==> src/rtl/serial_add_pkg.sv <==
// Shared definitions for the serial adder sequencer: FSM states and slice width.
package serial_add_pkg;

  localparam int NIBBLE_W = 4;

  typedef enum logic [1:0] {
    IDLE = 2'd0,
    RUN  = 2'd1,
    DONE = 2'd2
  } state_t;

endpackage

==> src/rtl/serial_add16_my_add.sv <==
// Existing 4-bit combinational ripple adder reused one nibble at a time by serial_add16.
module my_add
  import serial_add_pkg::*;
(
  input  logic [NIBBLE_W-1:0] a,
  input  logic [NIBBLE_W-1:0] b,
  input  logic                ci,
  output logic [NIBBLE_W-1:0] s,
  output logic                co
);

  // One nibble of A + B + carry-in, with the fifth bit becoming the carry-out.
  always_comb begin
    {co, s} = {1'b0, a} + {1'b0, b} + {{NIBBLE_W{1'b0}}, ci};
  end

endmodule

==> src/rtl/serial_add16.sv <==
// Multi-nibble serial adder: accepts wide operands, adds them one nibble per
// cycle LSB first through a single my_add, and returns sum, carry and overflow.
module serial_add16
  import serial_add_pkg::*;
#(
  parameter int NIBBLES = 4,
  parameter int W       = NIBBLE_W * NIBBLES
) (
  input  logic         clk,
  input  logic         rst_n,
  input  logic         in_valid,
  output logic         in_ready,
  input  logic [W-1:0] in_a,
  input  logic [W-1:0] in_b,
  input  logic         in_cin,
  output logic         out_valid,
  input  logic         out_ready,
  output logic [W-1:0] out_sum,
  output logic         out_cout,
  output logic         out_ovf,
  output logic         busy
);

  localparam int IDX_W = (NIBBLES > 1) ? $clog2(NIBBLES) : 1;
  localparam logic [IDX_W-1:0] LAST_IDX = IDX_W'(NIBBLES - 1);

  state_t                             state;
  logic [NIBBLES-1:0][NIBBLE_W-1:0]   op_a;
  logic [NIBBLES-1:0][NIBBLE_W-1:0]   op_b;
  logic [NIBBLES-1:0][NIBBLE_W-1:0]   sum_reg;
  logic [IDX_W-1:0]                   idx;
  logic                               carry;
  logic                               cout_reg;
  logic                               ovf_reg;

  logic [NIBBLE_W-1:0]                slice_a;
  logic [NIBBLE_W-1:0]                slice_b;
  logic [NIBBLE_W-1:0]                slice_s;
  logic                               slice_co;
  logic                               ovf_next;

  // Select the active nibble of each latched operand for the shared adder.
  always_comb begin
    slice_a = op_a[idx];
    slice_b = op_b[idx];
  end

  my_add u_add (
    .a  (slice_a),
    .b  (slice_b),
    .ci (carry),
    .s  (slice_s),
    .co (slice_co)
  );

  // Signed overflow: operand signs agree but the final nibble's sign bit differs.
  always_comb begin
    ovf_next = (op_a[NIBBLES-1][NIBBLE_W-1] == op_b[NIBBLES-1][NIBBLE_W-1]) &&
               (slice_s[NIBBLE_W-1] != op_a[NIBBLES-1][NIBBLE_W-1]);
  end

  // Sequencer FSM: latch operands, walk the nibbles, then hold the result until taken.
  always_ff @(posedge clk or negedge rst_n) begin
    if (!rst_n) begin
      state    <= IDLE;
      op_a     <= '0;
      op_b     <= '0;
      sum_reg  <= '0;
      idx      <= '0;
      carry    <= 1'b0;
      cout_reg <= 1'b0;
      ovf_reg  <= 1'b0;
    end else begin
      case (state)
        IDLE: begin
          if (in_valid) begin
            op_a     <= in_a;
            op_b     <= in_b;
            carry    <= in_cin;
            idx      <= '0;
            sum_reg  <= '0;
            cout_reg <= 1'b0;
            ovf_reg  <= 1'b0;
            state    <= RUN;
          end
        end
        RUN: begin
          sum_reg[idx] <= slice_s;
          carry        <= slice_co;
          if (idx == LAST_IDX) begin
            cout_reg <= slice_co;
            ovf_reg  <= ovf_next;
            state    <= DONE;
          end else begin
            idx <= idx + 1'b1;
          end
        end
        DONE: begin
          if (out_ready) begin
            state <= IDLE;
          end
        end
        default: state <= IDLE;
      endcase
    end
  end

  // Handshake and status flags come straight from the state register.
  always_comb begin
    in_ready  = (state == IDLE);
    out_valid = (state == DONE);
    busy      = (state == RUN) || (state == DONE);
  end

  assign out_sum  = sum_reg;
  assign out_cout = cout_reg;
  assign out_ovf  = ovf_reg;

endmodule

==> config.mk <==
export PLATFORM = sky130hd
export DESIGN_NAME = serial_add16
export DESIGN_NICKNAME = d
export VERILOG_FILES = /design/src/rtl/serial_add_pkg.sv /design/src/rtl/serial_add16_my_add.sv /design/src/rtl/serial_add16.sv
export SDC_FILE = /design/constraint.sdc
export NUM_CORES = 1
export LEC_CHECK = 0
export CAP_MARGIN = 10
export CORE_MARGIN = 5
export CORE_UTILIZATION = 51
export CTS_BUF_LIST = sky130_fd_sc_hd__clkbuf_8
export DETAILED_ROUTE_END_ITERATION = 10
export MAX_ROUTING_LAYER = met4
export PLACE_DENSITY = 0.91
export SYNTH_ARGS = -nofsm -noshare
export SYNTH_HDL_FRONTEND = slang
export SYNTH_SLANG_ARGS = --single-unit
==> constraint.sdc <==
create_clock -name clk -period 4.3 [get_ports clk]
set_input_delay 0.645 -clock clk [delete_from_list [all_inputs] [get_ports clk]]
set_output_delay 0.645 -clock clk [all_outputs]
set_load 0.01 [all_outputs]
==> out/metrics.yaml, run 1 <==
ys_seq_area_frac: 0.475
worstSetupEndpoint: "out_sum[6]"
grt.total_usage: 0.177
grt_pass1_vias: 2091
synth.avg_cell_area_um2: 11.7
crit_chain: "mux4_2, fa_1, fa_1, xnor2_1, o22ai_1, a22oi_1, o21ai_0"
clkSlewWorstSetupHoldPaths_ns: 0.10
synth_area_leaders: "dfrtp_1, mux2_2, mux4_2"
antenna_found_initial: 0
cpMostUsedCell: "fa_1"
power_mw: 3.01
dr.pass1.iters: 5
cp.depth: 7
synth_flop_cell: "dfrtp_1"
ff2ff_path_depth: 7
power.density_nw_per_um2: 835
yosys.area_share.simple: 0.0880
timing.final.crit_share: 0.762
worst_clock_skew_ns: 0.0100
setup_ws_ns: 1.03
arrival_ns: 3.46
ioPinCount: 58
async_flop_share: 1.00
slew_headroom: 0.372
cpLargestDelayFamily: "adder cells"
p_leak_nw: 1.54
setup_viol: 0
synth.distinct_cells: 38
gp_congestion: 0.819
fin_util: 0.655
htree_levels: 2
core_area_um2: 5510
synth_xor_area_frac: 0.00604
drtIter0Drc: 176
dr.max_layer_used: "met4"
crit_start: "idx[0]"
fin_area_um2: 3610
final_max_slew_viol_count: 0
finish.net_count: 348
die_y_um: 85.4
maxCapViolations: 0
hold_viol_final: 0
grt_max_degree: 56
numPortBuffers: 57
synth_top_cell_by_area: "dfrtp_1"
clock_latency_ns: 0.31
vias_per_cell: 5.73
antenna_left: 0
cts_repair_resize_count: 0
r2r_slack_ns: 1.03
dpl_cell_area_um2: 3480
wl_um: 6160
critPathMaxStageDelay_ns: 0.75
synth.mux.area_fraction: 0.198
crit_slowest_cell: "dfrtp_1"
dp_hpwl_um: 4420
pre_cts_slack_ns: 1.03
whs_ns: 0.440
synth.most_common_cell: "dfrtp_1"
cts_hold_buf: 0
synth_top_family_by_area: "multiplexers"
clock_sinks: 55
grt_remaining_overflow: 0
syn_to_final_growth_pct: 24.4
synth_commonest_cells: "dfrtp_1, mux2_2, nand2_1"
fmax_mhz: 305
status: "complete, no violations"
fin_cells: 372
ir_drop_mv: 0.467
wl_per_cell_um: 16.6
r2r-end: "out_sum[6]"
cp.buffers_inverters: 0
crit_type: "reg -> reg"
end_kind: "register"
synth_cells: 248
ys_warn_count: 0
synth_compound_area_frac: 0.135
grt_pass1_wl_um: 10100
vias: 2132
rows: 27
synth.top_cell.area_share: 0.475
dp.cells: 363
worstMarginPinSlew_ns: 0.940
die_x_um: 85.4
netlist_area_um2: 2900
worstPathMaxFanout: 14
hp-class: "in -> async"
synth_fp_nets: 297
wl_met1_um: 2520
fillers: 425
wl_met2_um: 3160
synth-adder-area-share: 0.0570
worstReg2RegStart: "idx[0]"
start_util: 0.526
final_layout_size_suffix_gt1_frac: 0.177
tns_ns: 0
cts_buffers: 5
root_buffer: "clkbuf_8"
antenna-diode-count: 0
wl_met3_um: 430
synth_edf_count: 0
drc: 0
crit_required_ns: 4.49
postCtsSetupRepairBufs: 0
rsz0062_at_grt: "false"
cts_tree: "built"
die-area_um2: 7290
ys_seq_elements: 55
cp-start-kind: "register"
cts_buffer_depth: 2
finalCriticalPeriod_ns: 3.27
layout make-up:
cell class / instances / area, um2 / area share
Multi-Input combinational cell: 168 / 1400 / 0.389
Timing Repair Buffer: 60 / 586 / 0.162
Clock inverter: 2 / 35.0 / 0.00972
Tap cell: 72 / 90.1 / 0.0250
Sequential cell: 55 / 1380 / 0.382
Inverter: 9 / 33.8 / 0.00937
Clock buffer: 6 / 82.6 / 0.0229
sequential cells by signal (all words and copies together), names as in the netlist:
| signal | flops |
|---|---|
| out_ovf | 1 |
| op_a | 16 |
| out_sum | 16 |
| state | 2 |
| out_cout | 1 |
| carry | 1 |
| op_b | 16 |
| idx | 2 |
metal layers:
| layer | track usage | vias to the layer above |
|---|---|---|
| met1 | 0.228 | 1039 |
| met4 | 0.0331 | 0 |
| li1 | - | 1009 |
| met2 | 0.294 | 77 |
| met3 | 0.0350 | 7 |
| met5 | - | - |
cells by family (layout without fill, tap and decap cells):
group	after synthesis	after routing
xor gates and xnor gates	2	2
muxes	43	43
DFF	55	55
and+or+nand+nor	53	53
AOI/OAI and AO/OA	58	58
buffers and inverters	25	77
adders and majority gates	12	12
report_power, final:
part / total (mW) / switching (mW) / internal [mW] / leakage (nW)
clock network: 0.361 / 0.172 / 0.189 / 0.0612
logic: 1.71 / 0.889 / 0.824 / 0.799
registers: 0.937 / 0.186 / 0.750 / 0.681
layout by cell type, fill, tap and decap left out, drive strengths merged, types with 2 or more instances in the layout:
cell type      synthesis  final
a21oi                 12     12
o221ai                 5      5
buf                   13      3
a31oi                  8      8
ha                    10     10
o22ai                  5      5
nor2                  10     10
mux2i                  3      3
inv                    9      9
o21ai                 12     12
o21a                   3      3
fa                     2      2
nand2                 20     20
mux4                   8      8
xnor2                  2      2
a22oi                  3      3
clkdlybuf4s50          0     56
clkbuf                 3      7
and3                   5      5
a41o                   3      3
dfrtp                 55     55
mux2                  32     32
nor2b                 12     12
worst min-delay path by stage:
stage / slack [ns] / end / depth (start not counted) / startpoint
floorplan: 0.35 / carry / 0 / rst_n
global placement: 0.48 / out_ovf / 1 / out_ovf
detailed placement: 0.49 / out_ovf / 1 / out_ovf
CTS: 0.48 / out_cout / 2 / rst_n
global route: 0.52 / out_sum[11] / 2 / rst_n
finish: 0.44 / out_sum[11] / 2 / rst_n
Power figures use the tool's default switching activity.
==> run 2: changes to the inputs <==
- CORE_UTILIZATION: 51 -> 48
- PLACE_DENSITY: 0.91 -> 0.9
- clock period: 4.3 -> 2.65 ns (I/O delays scaled with it)
==> out/metrics.yaml, run 2 (synthesized netlist as in run 1, its figures left out) <==
status: "complete, no violations"  # unchanged
clkSlewWorstSetupHoldPaths_ns: 0.10  # about the same
antenna_left: 0  # unchanged
die_y_um: 87.7  # was 85.4 um
rsz0062_at_grt: "true"  # was false
final_layout_size_suffix_gt1_frac: 0.224  # was 0.177
worstPathMaxFanout: 5  # was 14
clock_sinks: 55  # unchanged
dr.pass1.iters: 4  # was 5
rows: 28  # was 27
vias_per_cell: 5.82  # was 5.73
cp-start-kind: "register"  # unchanged
grt_max_degree: 33  # was 56
grt_pass1_vias: 2246  # was 2091
cts_tree: "built"  # unchanged
maxCapViolations: 0  # unchanged
core_area_um2: 5890  # was 5510 um2
htree_levels: 2  # unchanged
drc: 0  # unchanged
arrival_ns: 2.77  # was 3.46 ns
grt.total_usage: 0.193  # was 0.177
grt_pass1_wl_um: 11200  # was 10100 um
p_leak_nw: 1.60  # was 1.54 nW
whs_ns: 0.105  # was 0.440 ns
worst_clock_skew_ns: 0.00637  # was 0.0100 ns
numPortBuffers: 57  # unchanged
die_x_um: 87.7  # was 85.4 um
dp_hpwl_um: 5090  # was 4420 um
fin_cells: 387  # was 372
end_kind: "register"  # unchanged
clock_latency_ns: 0.31  # about the same
drtIter0Drc: 238  # was 176
die-area_um2: 7690  # was 7290 um2
setup_viol: 0  # unchanged
slew_headroom: 0.533  # was 0.372
cts_buffers: 5  # unchanged
ir_drop_mv: 0.746  # was 0.467 mV
wl_per_cell_um: 17.9  # was 16.6 um
final_cell_mix: "clkdlybuf4s50_1, dfrtp_1, mux2_2"  # unchanged
crit_type: "reg -> reg"  # unchanged
cts_buffer_depth: 2  # unchanged
fmax_mhz: 388  # was 305 MHz
root_buffer: "clkbuf_8"  # unchanged
setup_ws_ns: 0.0712  # was 1.03 ns
timing.final.crit_share: 0.973  # was 0.762
gp_congestion: 0.868  # was 0.819
power.density_nw_per_um2: 1420  # was 835 nW/um2
start_util: 0.493  # was 0.526
syn_to_final_growth_pct: 28.7  # was 24.4%
hold_viol_final: 0  # unchanged
pre_cts_slack_ns: -0.0663  # was 1.03 ns
grt_remaining_overflow: 0  # unchanged
final_max_slew_viol_count: 0  # unchanged
hp-class: "in -> async"  # unchanged
dp.cells: 378  # was 363
wl_um: 6950  # was 6160 um
finish.net_count: 360  # was 348
finalCriticalPeriod_ns: 2.58  # was 3.27 ns
fillers: 458  # was 425
antenna_found_initial: 0  # unchanged
antenna-diode-count: 0  # unchanged
worstMarginPinSlew_ns: 0.700  # was 0.940 ns
layout_commonest_cell: "clkdlybuf4s50_1"  # unchanged
vias: 2252  # was 2132
crit_required_ns: 2.84  # was 4.49 ns
ioPinCount: 58  # unchanged
==> run 2: area by class of cell <==
type | instances | area, um2 | share of cell area
clock inverters | 2 | 35.0 | 0.00939
inverters | 9 | 33.8 | 0.00906
multi-input cells | 168 | 1430 | 0.383
repair buffers | 72 | 678 | 0.182
flip-flops and latches | 55 | 1380 | 0.369
clock buffers | 6 | 82.6 | 0.0221
well taps | 75 | 93.8 | 0.0252
==> run 2: critical path, stage by stage (launching register included) <==
cell and delay [ns]:
dfrtp_2 0.43, mux4_2 0.53, fa_2 0.40, fa_2 0.46, xnor2_4 0.20, o22ai_1 0.12
a22oi_1 0.19, o21ai_0 0.12
==> run 2: worst paths after layout <==
kind | startpoint | endpoint | slack [ns] | depth (start not counted)
max in group asynchronous | rst_n | op_a[5] | 1.89 | 2
min reg2reg | out_ovf | out_ovf | 0.50 | 1
min in group clk | out_ovf | out_ovf | 0.50 | 1
max | idx[0] | out_sum[6] | 0.07 | 7
max reg2reg | idx[0] | out_sum[6] | 0.07 | 7
min | rst_n | op_a[7] | 0.10 | 1
==> run 2: layer usage <==
layer | wire length, um | GRT usage
met1 | 2820 | 0.251
met3 | 467 | 0.0367
met2 | 3520 | 0.314
met4 | 136 | 0.0418
met5 | 0 | -
==> run 2: stage by stage <==
stage	utilization	total power [mW]	TNS, ns	area (um2)
final	0.634	5.29	0	3730
after global routing	0.634	5.63	-0.0196	3730
after CTS	0.632	5.24	0	3720
after floorplan	-	3.59	0	2910
after detailed placement	0.609	4.53	-0.120	3590
after global placement	0.609	4.35	0	3590
==> run 2: timing repair <==
action | CTS | global route
pin swaps | 1 | 5
setup endpoints to repair | 2 | 7
hold buffers | 0 | 0
setup buffers | 0 | 1
hold endpoints to repair | 0 | 0
gates resized for setup | 2 | 3
==> run 2: power breakdown <==
part | internal (mW) | leakage, nW | switching, mW
clock | 0.306 | 0.0612 | 0.276
sequential | 1.22 | 0.679 | 0.255
combinational | 1.56 | 0.862 | 1.67
total | 3.09 | 1.60 | 2.20
